## config.mk

```make
export PLATFORM = sky130hd
export DESIGN_NAME = pd_tx_symbol_serializer
export DESIGN_NICKNAME = d
export VERILOG_FILES = /design/src/rtl/pd_tx_symbol_serializer.sv
export SDC_FILE = /design/constraint.sdc
export NUM_CORES = 1
export LEC_CHECK = 0
export CAP_MARGIN = 40
export CORE_MARGIN = 2
export CORE_UTILIZATION = 53
export DETAILED_ROUTE_END_ITERATION = 8
export GPL_TIMING_DRIVEN = 0
export HOLD_SLACK_MARGIN = 0.02
export PLACE_DENSITY = 0.76
export SYNTH_ARGS = -nofsm -noshare
export SYNTH_HDL_FRONTEND = slang
export SYNTH_SLANG_ARGS = --single-unit
```

## constraint.sdc

```tcl
create_clock -name clock -period 2.3 [get_ports clock]
set_clock_uncertainty 0.2 [all_clocks]
set_input_delay 0.46 -clock clock [delete_from_list [all_inputs] [get_ports clock]]
set_output_delay 0.46 -clock clock [all_outputs]
set_load 0.01 [all_outputs]
```

## src/rtl/pd_tx_symbol_serializer.sv

```systemverilog
// USB-PD transmit serializer: preamble, ordered set, 4b5b payload and EOP, one bit per BMC bit_rdy.
// A one-byte prefetch register decouples the byte stream from the bit-level handshake.
module pd_tx_symbol_serializer #(
   parameter int unsigned PREAMBLE_BITS = 64
) (
   input  logic       clock,
   input  logic       rst,
   input  logic       start,
   input  logic [1:0] sop_type,
   input  logic [7:0] byte_data,
   input  logic       byte_valid,
   input  logic       byte_last,
   output logic       byte_ready,
   input  logic       bit_rdy,
   output logic       bit_q,
   output logic       tx_en,
   output logic       busy,
   output logic       underrun
);

   localparam int unsigned      CNT_W          = $clog2(PREAMBLE_BITS + 1);
   localparam logic [CNT_W-1:0] PRE_LAST       = CNT_W'(PREAMBLE_BITS - 1);
   localparam logic [2:0]       SYM_LAST       = 3'd4;
   localparam logic [1:0]       SOP_HARD_RESET = 2'd3;

   localparam logic [4:0] K_S1  = 5'b11000;
   localparam logic [4:0] K_S2  = 5'b10001;
   localparam logic [4:0] K_S3  = 5'b00110;
   localparam logic [4:0] K_R1  = 5'b00111;
   localparam logic [4:0] K_R2  = 5'b11001;
   localparam logic [4:0] K_EOP = 5'b01101;

   typedef enum logic [2:0] {
      IDLE     = 3'd0,
      PREAMBLE = 3'd1,
      ORDSET   = 3'd2,
      DATA     = 3'd3,
      EOP      = 3'd4,
      FLUSH    = 3'd5
   } state_t;

   // 4b5b data symbol for one nibble
   function automatic logic [4:0] enc_4b5b(input logic [3:0] nib);
      logic [4:0] s;
      case (nib)
         4'h0:    s = 5'b11110;
         4'h1:    s = 5'b01001;
         4'h2:    s = 5'b10100;
         4'h3:    s = 5'b10101;
         4'h4:    s = 5'b01010;
         4'h5:    s = 5'b01011;
         4'h6:    s = 5'b01110;
         4'h7:    s = 5'b01111;
         4'h8:    s = 5'b10010;
         4'h9:    s = 5'b10011;
         4'hA:    s = 5'b10110;
         4'hB:    s = 5'b10111;
         4'hC:    s = 5'b11010;
         4'hD:    s = 5'b11011;
         4'hE:    s = 5'b11100;
         default: s = 5'b11101;
      endcase
      return s;
   endfunction

   // K-code at position idx of the ordered set selected by sop
   function automatic logic [4:0] kcode(input logic [1:0] sop, input logic [1:0] idx);
      logic [4:0] k;
      case (sop)
         2'd0:    k = (idx == 2'd3) ? K_S2 : K_S1;
         2'd1:    k = idx[1] ? K_S3 : K_S1;
         2'd2:    k = idx[0] ? K_S3 : K_S1;
         default: k = (idx == 2'd3) ? K_R2 : K_R1;
      endcase
      return k;
   endfunction

   state_t           state_q, state_d;
   logic [CNT_W-1:0] cnt_q, cnt_d;
   logic [2:0]       bit_idx_q, bit_idx_d;
   logic [1:0]       sym_idx_q, sym_idx_d;
   logic [4:0]       sym_q, sym_d;
   logic [1:0]       sop_q, sop_d;
   logic [7:0]       cur_byte_q, cur_byte_d;
   logic             cur_last_q, cur_last_d;
   logic             nib_hi_q, nib_hi_d;
   logic [7:0]       pf_data_q, pf_data_d;
   logic             pf_last_q, pf_last_d;
   logic             pf_valid_q, pf_valid_d;
   logic             last_seen_q, last_seen_d;
   logic             out_bit_q, out_bit_d;
   logic             tx_en_q, tx_en_d;
   logic             busy_q, busy_d;
   logic             byte_ready_q, byte_ready_d;
   logic             underrun_q, underrun_d;

   logic             xfer;
   logic             avail;
   logic [7:0]       nxt_byte;
   logic             nxt_last;
   logic             need_byte;
   logic             load_sym;
   logic [4:0]       new_sym;

   assign bit_q      = out_bit_q;
   assign tx_en      = tx_en_q;
   assign busy       = busy_q;
   assign byte_ready = byte_ready_q;
   assign underrun   = underrun_q;

   // State and datapath registers
   always_ff @(posedge clock) begin
      if (rst) begin
         state_q      <= IDLE;
         cnt_q        <= '0;
         bit_idx_q    <= '0;
         sym_idx_q    <= '0;
         sym_q        <= '0;
         sop_q        <= '0;
         cur_byte_q   <= '0;
         cur_last_q   <= 1'b0;
         nib_hi_q     <= 1'b0;
         pf_data_q    <= '0;
         pf_last_q    <= 1'b0;
         pf_valid_q   <= 1'b0;
         last_seen_q  <= 1'b0;
         out_bit_q    <= 1'b0;
         tx_en_q      <= 1'b0;
         busy_q       <= 1'b0;
         byte_ready_q <= 1'b0;
         underrun_q   <= 1'b0;
      end else begin
         state_q      <= state_d;
         cnt_q        <= cnt_d;
         bit_idx_q    <= bit_idx_d;
         sym_idx_q    <= sym_idx_d;
         sym_q        <= sym_d;
         sop_q        <= sop_d;
         cur_byte_q   <= cur_byte_d;
         cur_last_q   <= cur_last_d;
         nib_hi_q     <= nib_hi_d;
         pf_data_q    <= pf_data_d;
         pf_last_q    <= pf_last_d;
         pf_valid_q   <= pf_valid_d;
         last_seen_q  <= last_seen_d;
         out_bit_q    <= out_bit_d;
         tx_en_q      <= tx_en_d;
         busy_q       <= busy_d;
         byte_ready_q <= byte_ready_d;
         underrun_q   <= underrun_d;
      end
   end

   // Next-state, bit sequencing and registered-output logic
   always_comb begin
      state_d      = state_q;
      cnt_d        = cnt_q;
      bit_idx_d    = bit_idx_q;
      sym_idx_d    = sym_idx_q;
      sym_d        = sym_q;
      sop_d        = sop_q;
      cur_byte_d   = cur_byte_q;
      cur_last_d   = cur_last_q;
      nib_hi_d     = nib_hi_q;
      pf_data_d    = pf_data_q;
      pf_last_d    = pf_last_q;
      pf_valid_d   = pf_valid_q;
      last_seen_d  = last_seen_q;
      out_bit_d    = out_bit_q;
      underrun_d   = 1'b0;
      need_byte    = 1'b0;
      load_sym     = 1'b0;
      new_sym      = sym_q;

      // A byte arriving on the very cycle it is needed is used directly.
      xfer     = byte_valid && byte_ready_q;
      avail    = pf_valid_q || xfer;
      nxt_byte = pf_valid_q ? pf_data_q : byte_data;
      nxt_last = pf_valid_q ? pf_last_q : byte_last;

      if (xfer) begin
         pf_valid_d = 1'b1;
         pf_data_d  = byte_data;
         pf_last_d  = byte_last;
         if (byte_last) begin
            last_seen_d = 1'b1;
         end
      end

      case (state_q)
         IDLE: begin
            if (start) begin
               state_d     = PREAMBLE;
               sop_d       = sop_type;
               cnt_d       = '0;
               bit_idx_d   = '0;
               sym_idx_d   = '0;
               nib_hi_d    = 1'b0;
               pf_valid_d  = 1'b0;
               last_seen_d = 1'b0;
               out_bit_d   = 1'b0;
            end
         end
         PREAMBLE: begin
            if (bit_rdy) begin
               if (cnt_q == PRE_LAST) begin
                  state_d   = ORDSET;
                  sym_idx_d = 2'd0;
                  new_sym   = kcode(sop_q, 2'd0);
                  load_sym  = 1'b1;
               end else begin
                  cnt_d     = cnt_q + CNT_W'(1);
                  out_bit_d = ~out_bit_q;
               end
            end
         end
         ORDSET, DATA, EOP: begin
            if (bit_rdy) begin
               if (bit_idx_q != SYM_LAST) begin
                  bit_idx_d = bit_idx_q + 3'd1;
                  out_bit_d = sym_q[bit_idx_d];
                  // The frame's final bit is held in FLUSH until the encoder takes it.
                  if ((bit_idx_q == 3'd3) &&
                      ((state_q == EOP) ||
                       ((state_q == ORDSET) && (sop_q == SOP_HARD_RESET) && (sym_idx_q == 2'd3)))) begin
                     state_d = FLUSH;
                  end
               end else if (state_q == ORDSET) begin
                  if (sym_idx_q != 2'd3) begin
                     sym_idx_d = sym_idx_q + 2'd1;
                     new_sym   = kcode(sop_q, sym_idx_d);
                     load_sym  = 1'b1;
                  end else begin
                     need_byte = 1'b1;
                  end
               end else if ((state_q == DATA) && !nib_hi_q) begin
                  nib_hi_d = 1'b1;
                  new_sym  = enc_4b5b(cur_byte_q[7:4]);
                  load_sym = 1'b1;
               end else if ((state_q == DATA) && !cur_last_q) begin
                  need_byte = 1'b1;
               end else if (state_q == DATA) begin
                  state_d  = EOP;
                  new_sym  = K_EOP;
                  load_sym = 1'b1;
               end else begin
                  state_d = FLUSH;
               end
            end
         end
         FLUSH: begin
            if (bit_rdy) begin
               state_d   = IDLE;
               out_bit_d = 1'b0;
            end
         end
         default: begin
            state_d = IDLE;
         end
      endcase

      // Payload byte needed: consume prefetch or starve into EOP.
      if (need_byte) begin
         if (avail) begin
            state_d    = DATA;
            cur_byte_d = nxt_byte;
            cur_last_d = nxt_last;
            pf_valid_d = 1'b0;
            nib_hi_d   = 1'b0;
            new_sym    = enc_4b5b(nxt_byte[3:0]);
            load_sym   = 1'b1;
         end else begin
            state_d    = EOP;
            underrun_d = 1'b1;
            new_sym    = K_EOP;
            load_sym   = 1'b1;
         end
      end

      if (load_sym) begin
         sym_d     = new_sym;
         bit_idx_d = 3'd0;
         out_bit_d = new_sym[0];
      end

      busy_d       = (state_d != IDLE);
      tx_en_d      = (state_d != IDLE);
      byte_ready_d = ((state_d == ORDSET) || (state_d == DATA)) && !pf_valid_d &&
                     !last_seen_d && (sop_d != SOP_HARD_RESET);
   end

endmodule
```

# After elaboration in Yosys (flattened, before gate mapping)
# Memories as Yosys holds them, arrays and structs flattened. A register that Yosys moved wholly into a read port is not among the register bits.
# Index checks and enable logic that the tools add are counted.
# classes
magnitude_cmp,1
n_bitwise,2
n_addsub,3
n_mux,100
eq_ne,39
reduce_logical,34
# op_table
operator,count
2-to-1 mux 5 bit,15
2-to-1 mux 3 bit,15
2-to-1 mux 1 bit,44
"!= test 3 bit, second input constant",11
"!= test 2 bit, second input constant",11
2-to-1 mux 7 bit,3
2-to-1 mux 2 bit,9
"== test 3 x 2 -> 1 bit, second input constant",5
one-hot mux 5 bit (3 select lines),1
one-hot mux 7 bit (2 select lines),1
2-to-1 mux 4 bit,3
one-hot mux 3 bit (4 select lines),1
"!= test 5 bit, second input constant",2
one-hot mux 5 bit (2 select lines),1
logical AND 1 bit,9
AND reduction 9 bit,1
nonzero test 3 bit,3
"== test 2 bit, second input constant",4
2-to-1 mux 8 bit,1
AND reduction 4 bit,2
AND reduction 8 bit,1
"adder 7 x 1 -> 7 bit, second input constant",1
"== test 7 x 6 -> 1 bit, second input constant",1
AND reduction 7 bit,1
other kinds (22),33
# totals
word_cells,199
inputBits,16
n_memories,2
rom_bits,160
out_inout_bits,5
regBits,47
# memory_table
memory,depth,word_bits,rd,rd_ports_with_merged_regs,write_ports,line_no,text
(no name shown),16,5,1,1,0,45,case (nib)
(no name shown),16,5,1,0,0,45,

# Logic depth before layout (Yosys ltp)
# Gate-level depths: netlist of the first run.
# logic_depth
ltp_word,15
ltp_mapped,8
ltp_nobuf,8

# Least setup slack after synthesis of the first run
# OpenSTA, ideal clock, no wires.
# synth_timing
path_type,reg-to-reg
startpoint,register bit_idx_q[0]
endpoint,"register out_bit_q, in the netlist bit_q"
path_buffers,1
t_arrival_ns,1.812
synth_period_minus_slack_ns,2.153
stages_incl_launch_ff,9
setup_time_ns,0.142
setup_slack_ns,0.147
cell_sequence,dfxtp_1 > inv_1 > ha_1 > and2_1 > clkbuf_1 > a221o_1 > a311o_1 > o21ai_0 > a2111oi_0
# synth_via
elab_chain_len,7
elab_cells_between_ends,27
cone_classes,add/sub: 1; eq/ne: 7; mux: 17; reduce/logical: 2
# synth_lines
item,line_no,text
"start, declared",80,"logic [2:0] bit_idx_q, bit_idx_d;"
"start signal, assigned",135,bit_idx_q <= bit_idx_d;
adder 3 x 1 -> 3 bit / != test 3 bit (equally long branches),"220, 219",
binary-select mux 1 bit (select 3 bit) / 2-to-1 mux 1 bit (equally long branches),"221, 219",
"2-to-1 mux 1 bit, on equally long branches","221, 218",
2-to-1 mux 1 bit (tied with other cells),219,if (bit_idx_q != SYM_LAST) begin
"2-to-1 mux 1 bit, on equally long branches","218, 263",
one-hot mux 1 bit (4 select lines) (tied with other cells),190,case (state_q)
2-to-1 mux 1 bit / AND reduction 7 bit (equally long branches),--,
"end signal, assigned",146,out_bit_q <= out_bit_d;
"end, declared",91,"logic out_bit_q, out_bit_d;"
# Parallel ways exist; a longest one is shown, timed or not. The select of a mux whose other input is x is not followed.
# A chain may end at the register's enable or synchronous reset.

# Worst setup path after layout of the first run
# layout_timing
startpoint,input port bit_rdy
endpoint,"register out_bit_q, in the netlist bit_q"
# layout_via
elab_chain_len,5
elab_cells_between_ends,19
cone_classes,eq/ne: 6; mux: 11; reduce/logical: 2
# layout_lines
item,line_no,text
"start, declared",14,"input logic bit_rdy,"
"2-to-1 mux 1 bit, on equally long branches","218, 205",
one-hot mux 1 bit (2 select lines) / 2-to-1 mux 1 bit (equally long branches),190,
2-to-1 mux 1 bit,263,if (need_byte) begin
!= test 3 bit (no source line) / nonzero test 5 bit (equally long branches),--,
AND reduction 7 bit (no source line),--,
# Parallel ways exist; a longest one is shown, timed or not. The select of a mux whose other input is x is not followed.

==> impl_metrics.tcl, run 1 <==
set metrics [dict create \
    critPathBufInv 1 \
    min_path_type "flop to flop" \
    cp_top_family "compound AO/OA/AOI/OAI gates" \
    grt-ovfl-total 0 \
    htreeDepth 2 \
    hold_viol_final 0 \
    grt_usage_pct 25.83 \
    placed_area_um2 3085 \
    n_antenna_cell 0 \
    outcome "finished, violations left" \
    slowest_stage "clkdlybuf4s50_1" \
    nets 395 \
    synthArstFlopShare_pct 0 \
    dieArea_um2 5876 \
    die_height_um 76.66 \
    p_per_area_nw_per_um2 469.1 \
    postLayoutCellArea_um2 3313 \
    io_pins 21 \
    clock_latency_ns 0.31 \
    endpoint_kind "flop" \
    critPathKind "primary input to flop" \
    clockBufferDepth 2 \
    num_vias 2665 \
    start_kind "primary input" \
    dp_hpwl_um 5470 \
    violations "setup timing" \
    worst_path_largest_cell_delay_ns 0.56 \
    period_minus_slack_ns 2.305 \
    dpl.cell_count 432 \
    grt_max_degree 15 \
    numClockSinks 48 \
    rows 26 \
    synth_cell_types 61 \
    detail-route-antenna-nets 0 \
    yosys.area.top_type "dfxtp_1" \
    tightest_slew_ns 0.4839 \
    vdd_ir_drop_max_mv 0.5016 \
    start_util_pct 54.78 \
    finalCritPeriodShare_pct 100.2 \
    critPathRequiredTime_ns 2.29 \
    yosysMostFrequentCell "dfxtp_1" \
    instances_no_fill 443 \
    leakage_nw 1.228 \
    ys_seq_area_share_pct 34.35 \
    syn-num-nets 364 \
    clk_pin_slew_ns 0.09 \
    dr.pass1.iters 4 \
    wl_per_cell_um 16.59 \
    flow.area_growth_from_synthesis_pct 18.43 \
    drt_iter0_drc 145 \
    synthTopCellsByCount "dfxtp_1, nand2_1, a21oi_1" \
    syn-instance-count 342 \
    critPathMaxFanout 6 \
    place_congestion 0.9268 \
    finalSetupViolations 1 \
    viasPerCell 6.016 \
    routed_wl_um 7348 \
    top_usage_layer "met2" \
    maxSlewHeadroom_pct 66.91 \
    portBuffers 20 \
    synth_seq_cells 48 \
    die_width_um 76.66 \
    ys_warn_count 0 \
    synth.cell_area_um2 2798 \
    cts_tree "done" \
    yosys.area.top_type_share_pct 34.35 \
    synth_edf_count 0 \
    grt_pass1_vias 2477 \
    synth_area_per_cell_um2 8.180 \
    netlist_top_cells_area "dfxtp_1, a21oi_1, nand2_1, mux2i_1, nor2_1" \
    crit_chain "clkdlybuf4s50_1, and4bb_4, nand3_2, a22oi_1, o31ai_2, a2111oi_1" \
    rsz0062_at_grt "yes" \
    placeableCoreArea_um2 5107 \
    grtUsageMet2_pct 41.42 \
    cts_hold_buf 0 \
    root_buffer "clkbuf_8" \
    use_met1_pct 34.39 \
    fin_ws_ns -0.005395 \
    drive_above_1_share_pct 15.01 \
    synth_top_flop_cell "dfxtp_1" \
    grt_pass1_wl_um 12010 \
    slew_viol_final 0 \
    antenna_found_initial 0 \
    arrival_ns 2.29 \
    max_freq_mhz 433.8 \
    tritoncts.num_buffers 5 \
    met3_usage_pct 4.706 \
    drc_errors 0 \
    max-cap-violations 0 \
]
## layout by cell type, fill, tap and decap left out, drive strengths merged, types with 4 or more instances in the layout
master,count
a2111oi,4
a211oi,4
a21o,5
a21oi,29
a31oi,5
and2,7
and3,5
and3b,6
buf,16
clkbuf,14
clkdlybuf4s50,20
dfxtp,48
ha,6
inv,11
mux2i,14
nand2,38
nand2b,4
nand3,7
nand4,5
nor2,28
nor2b,10
nor3,9
nor3b,5
o211ai,6
o21ai,19
## report_power, final
part	internal (mW)	total (mW)	switching, mW	leakage, nW
combinational	0.0811	0.178	0.0969	0.792
clock	0.240	0.527	0.287	0.0473
sequential	0.839	0.849	0.0104	0.389
## path summary, 6_finish.rpt
check                      end  slack (ns)  cells past startpoint          from
setup / recovery         bit_q      -0.005                      6       bit_rdy
setup reg to reg         bit_q        0.08                      6  sym_idx_q[0]
hold / removal    pf_data_q[6]        0.26                      2  pf_data_q[6]
hold reg to reg   pf_data_q[6]        0.26                      2  pf_data_q[6]
## through the flow
step | util (%) | power (mW) | hold slack (ns) | worst slack (ns) | setup TNS (ns)
floorplan | - | 0.9602 | 0.2360 | 0.1466 | 0
global placement | 60.41 | 1.033 | 0.2414 | -0.4948 | -15.44
detailed placement | 60.41 | 1.034 | 0.2498 | -0.5600 | -17.36
CTS | 63.30 | 1.559 | 0.2620 | -0.007255 | -0.007255
global route | 64.87 | 1.611 | 0.2833 | -0.08451 | -0.1423
finish | 64.87 | 1.554 | 0.2599 | -0.005395 | -0.005395
## worst reg2reg max path, delay by kind of cell, from the launching register on
| kind | cells | cell delay [ns] |
|---|---|---|
| compound gates | 4 | 1.05 |
| flops | 1 | 0.35 |
| fa+ha+maj | 1 | 0.27 |
| simple gates | 1 | 0.22 |
## area by class of cell
type / count / area [um2]
fill: 472 / 1794
multi-input combinational: 263 / 1793
sequential: 48 / 963.4
timing repair buffer: 25 / 237.7
buffer: 19 / 98.84
tap: 70 / 87.58
clock buffer: 6 / 82.58
inverter: 11 / 41.29
clock inverter: 1 / 8.758
## layer usage
layer  part of all wire, %  wire length (um)  up-vias
li1                      -                 -     1312
met1                    48              3526     1259
met2                    45              3278       78
met3                   4.6               337       16
met4                   2.8               206        0
met5                     0                 0        -
## kinds of logic (layout without fill, tap and decap cells)
kind of cell	after synthesis	count (layout)	share of synthesized area, %
adder cells (fa/ha/maj)	6	6	2.683
AND/OR/NAND/NOR	136	136	25.94
AO/OA/AOI/OAI	102	102	25.40
buffers and inverters	31	62	4.785
flip-flops	48	48	34.35
multiplexers	17	17	6.216
XOR/XNOR	2	2	0.6262
## timing repair
action / 4_1_cts / 5_1_grt
pin swaps: 1 / 2
gates resized for setup: 14 / 22
buffers inserted: 3 / 2
setup endpoints to repair: 31 / 32
endpoints found under the hold margin: 0 / 0
Note: power is estimated with default switching activity, not from simulation.
==> run 2: changes to the inputs <==
--- a/config.mk
+++ b/config.mk
@@ -12,6 +12,7 @@
 export GPL_TIMING_DRIVEN = 0
 export HOLD_SLACK_MARGIN = 0.02
 export PLACE_DENSITY = 0.76
+export RECOVER_POWER = 100
 export SYNTH_ARGS = -nofsm -noshare
 export SYNTH_HDL_FRONTEND = slang
 export SYNTH_SLANG_ARGS = --single-unit
==> run 2 against run 1 <==
The flow still finishes with violations (setup timing). Critical path type unchanged. Sequential cell count stayed put. Die area is the same. Wire length shrank 0.11%. Worst hold slack hardly changed. Global-route usage stayed put. Combinational power is essentially flat. Non-clock buffer count did not move.
==> impl_metrics.tcl, run 2 (synthesis gave the netlist of run 1 again) <==
set metrics [dict create \
    cts_tree "done" \
    clockBufferDepth 2 \
    cts_hold_buf 0 \
    worstReg2RegStart "bit_idx_q[0]" \
    clk_pin_slew_ns 0.09 \
    detail-route-antenna-nets 0 \
    critPathBufInv 1 \
    slew_viol_final 0 \
    die_width_um 76.66 \
    cp.depth 6 \
    numClockSinks 48 \
    slowest_stage "clkdlybuf4s50_1" \
    fin_util_pct 64.87 \
    wl_per_cell_um 16.57 \
    start_util_pct 54.78 \
    htreeDepth 2 \
    grt_pass1_vias 2477 \
    tritoncts.num_buffers 5 \
    critPathMaxFanout 6 \
    outcome "finished, violations left" \
    n_antenna_cell 0 \
    rows 26 \
    critPathKind "primary input to flop" \
    num_vias 2662 \
    vdd_ir_drop_max_mv 0.5019 \
    grt-ovfl-total 0 \
    tightest_slew_ns 0.4839 \
    grt_usage_pct 25.83 \
    fillers 472 \
    io_pins 21 \
    hold_path_depth 2 \
    layout_common_cells "dfxtp_1, nand2_1, nor2_1" \
    endpoint_kind "flop" \
    hold_viol_final 0 \
    placeableCoreArea_um2 5107 \
    start_kind "primary input" \
    maxSlewHeadroom_pct 66.91 \
    grt_pass1_wl_um 12010 \
    fin_ws_ns -0.001929 \
    worst_path_largest_cell_delay_ns 0.56 \
    die_height_um 76.66 \
    routed_wl_um 7340 \
    hold_start "pf_data_q[6]" \
    post-place-ws_ns -0.5600 \
    period_minus_slack_ns 2.302 \
    dr.pass1.iters 4 \
    crit_start "bit_rdy" \
    grt_max_degree 15 \
    arrival_ns 2.29 \
    drt_iter0_drc 145 \
    r2r_cells 7 \
    finalCritPeriodShare_pct 100.1 \
    root_buffer "clkbuf_8" \
    place_congestion 0.9268 \
    drc_errors 0 \
    crit_chain "clkdlybuf4s50_1, and4bb_4, nand3_2, a22oi_1, o31ai_2, a2111oi_1" \
    max_freq_mhz 434.4 \
    dp_hpwl_um 5470 \
    dieArea_um2 5876 \
    violations "setup timing" \
    leakage_nw 1.233 \
    rsz0062_at_grt "yes" \
    finalSetupViolations 1 \
    drive_above_1_share_pct 15.01 \
    clock_latency_ns 0.31 \
    critPathRequiredTime_ns 2.29 \
    nets 395 \
    antenna_found_initial 0 \
    multi_input_area_um2 1793 \
    seqCellArea_um2 963.4 \
    max-cap-violations 0 \
    final_common_cell "dfxtp_1" \
    min_path_type "flop to flop" \
    viasPerCell 6.009 \
    cp_top_family "compound AO/OA/AOI/OAI gates" \
    flow.area_growth_from_synthesis_pct 18.43 \
    portBuffers 20 \
    p_per_area_nw_per_um2 469.0 \
    postLayoutCellArea_um2 3313 \
    placed_area_um2 3085 \
]
==> run 2: changes by cell type in the layout (fill, tap and decap cells not counted) <==
cell / before / now
clkdlybuf4s50_1: 20 / 18
dlygate4sd3_1: 0 / 2
==> run 2: layout make-up <==
| type | instances | share of cell area (%) |
|---|---|---|
| multi-input cells | 263 | 54.12 |
| flip-flops and latches | 48 | 29.08 |
| repair buffers | 25 | 7.175 |
| plain buffers | 19 | 2.983 |
| well taps | 70 | 2.644 |
| clock buffers | 6 | 2.492 |
| inverters | 11 | 1.246 |
| clock inverters | 1 | 0.2644 |
==> run 2: worst reg2reg max path, stage by stage, from the launching register on <==
cell and delay, ns:
dfxtp_2 0.36, inv_1 0.08, ha_1 0.26, and3_4 0.27
nand2_1 0.17, a22oi_1 0.28, o31ai_2 0.12, a2111oi_1 0.37
==> run 2: final timing paths <==
check | slack [ns] | endpoint
setup / recovery | -0.002 | bit_q
hold / removal | 0.26 | pf_data_q[6]
setup reg to reg | 0.08 | bit_q
hold reg to reg | 0.26 | pf_data_q[6]
==> run 2: power breakdown <==
group | switching, mW | internal (mW) | leakage [nW]
clock network | 0.287 | 0.240 | 0.0473
logic | 0.0970 | 0.0805 | 0.797
registers | 0.0103 | 0.839 | 0.389
total | 0.395 | 1.16 | 1.23
==> run 2: repair_timing <==
| item | CTS | global route |
|---|---|---|
| hold endpoints to repair | 0 | 0 |
| endpoints found under the setup margin | 31 | 32 |
| setup buffers | 3 | 2 |
| gates resized for setup | 14 | 22 |
| pin swaps | 1 | 2 |
==> run 2: per-layer routing <==
layer	GRT usage (%)	up-vias	share of wire [%]
met1	34.39	1260	48
met3	4.706	16	4.7
met5	0	-	0
met2	41.42	74	45
li1	-	1312	-
met4	10.55	0	2.8
==> run 2: stage by stage <==
stage / setup TNS [ns] / cells / total power, mW / hold slack [ns]
6_report: -0.001929 / 443 / 1.554 / 0.2599
5_1_grt: -0.1423 / 443 / 1.610 / 0.2833
4_1_cts: -0.007255 / 441 / 1.559 / 0.2620
3_5_place_dp: -17.36 / 432 / 1.034 / 0.2498
3_3_place_gp: -15.44 / 432 / 1.033 / 0.2414
2_1_floorplan: 0 / 342 / 0.9602 / 0.2360
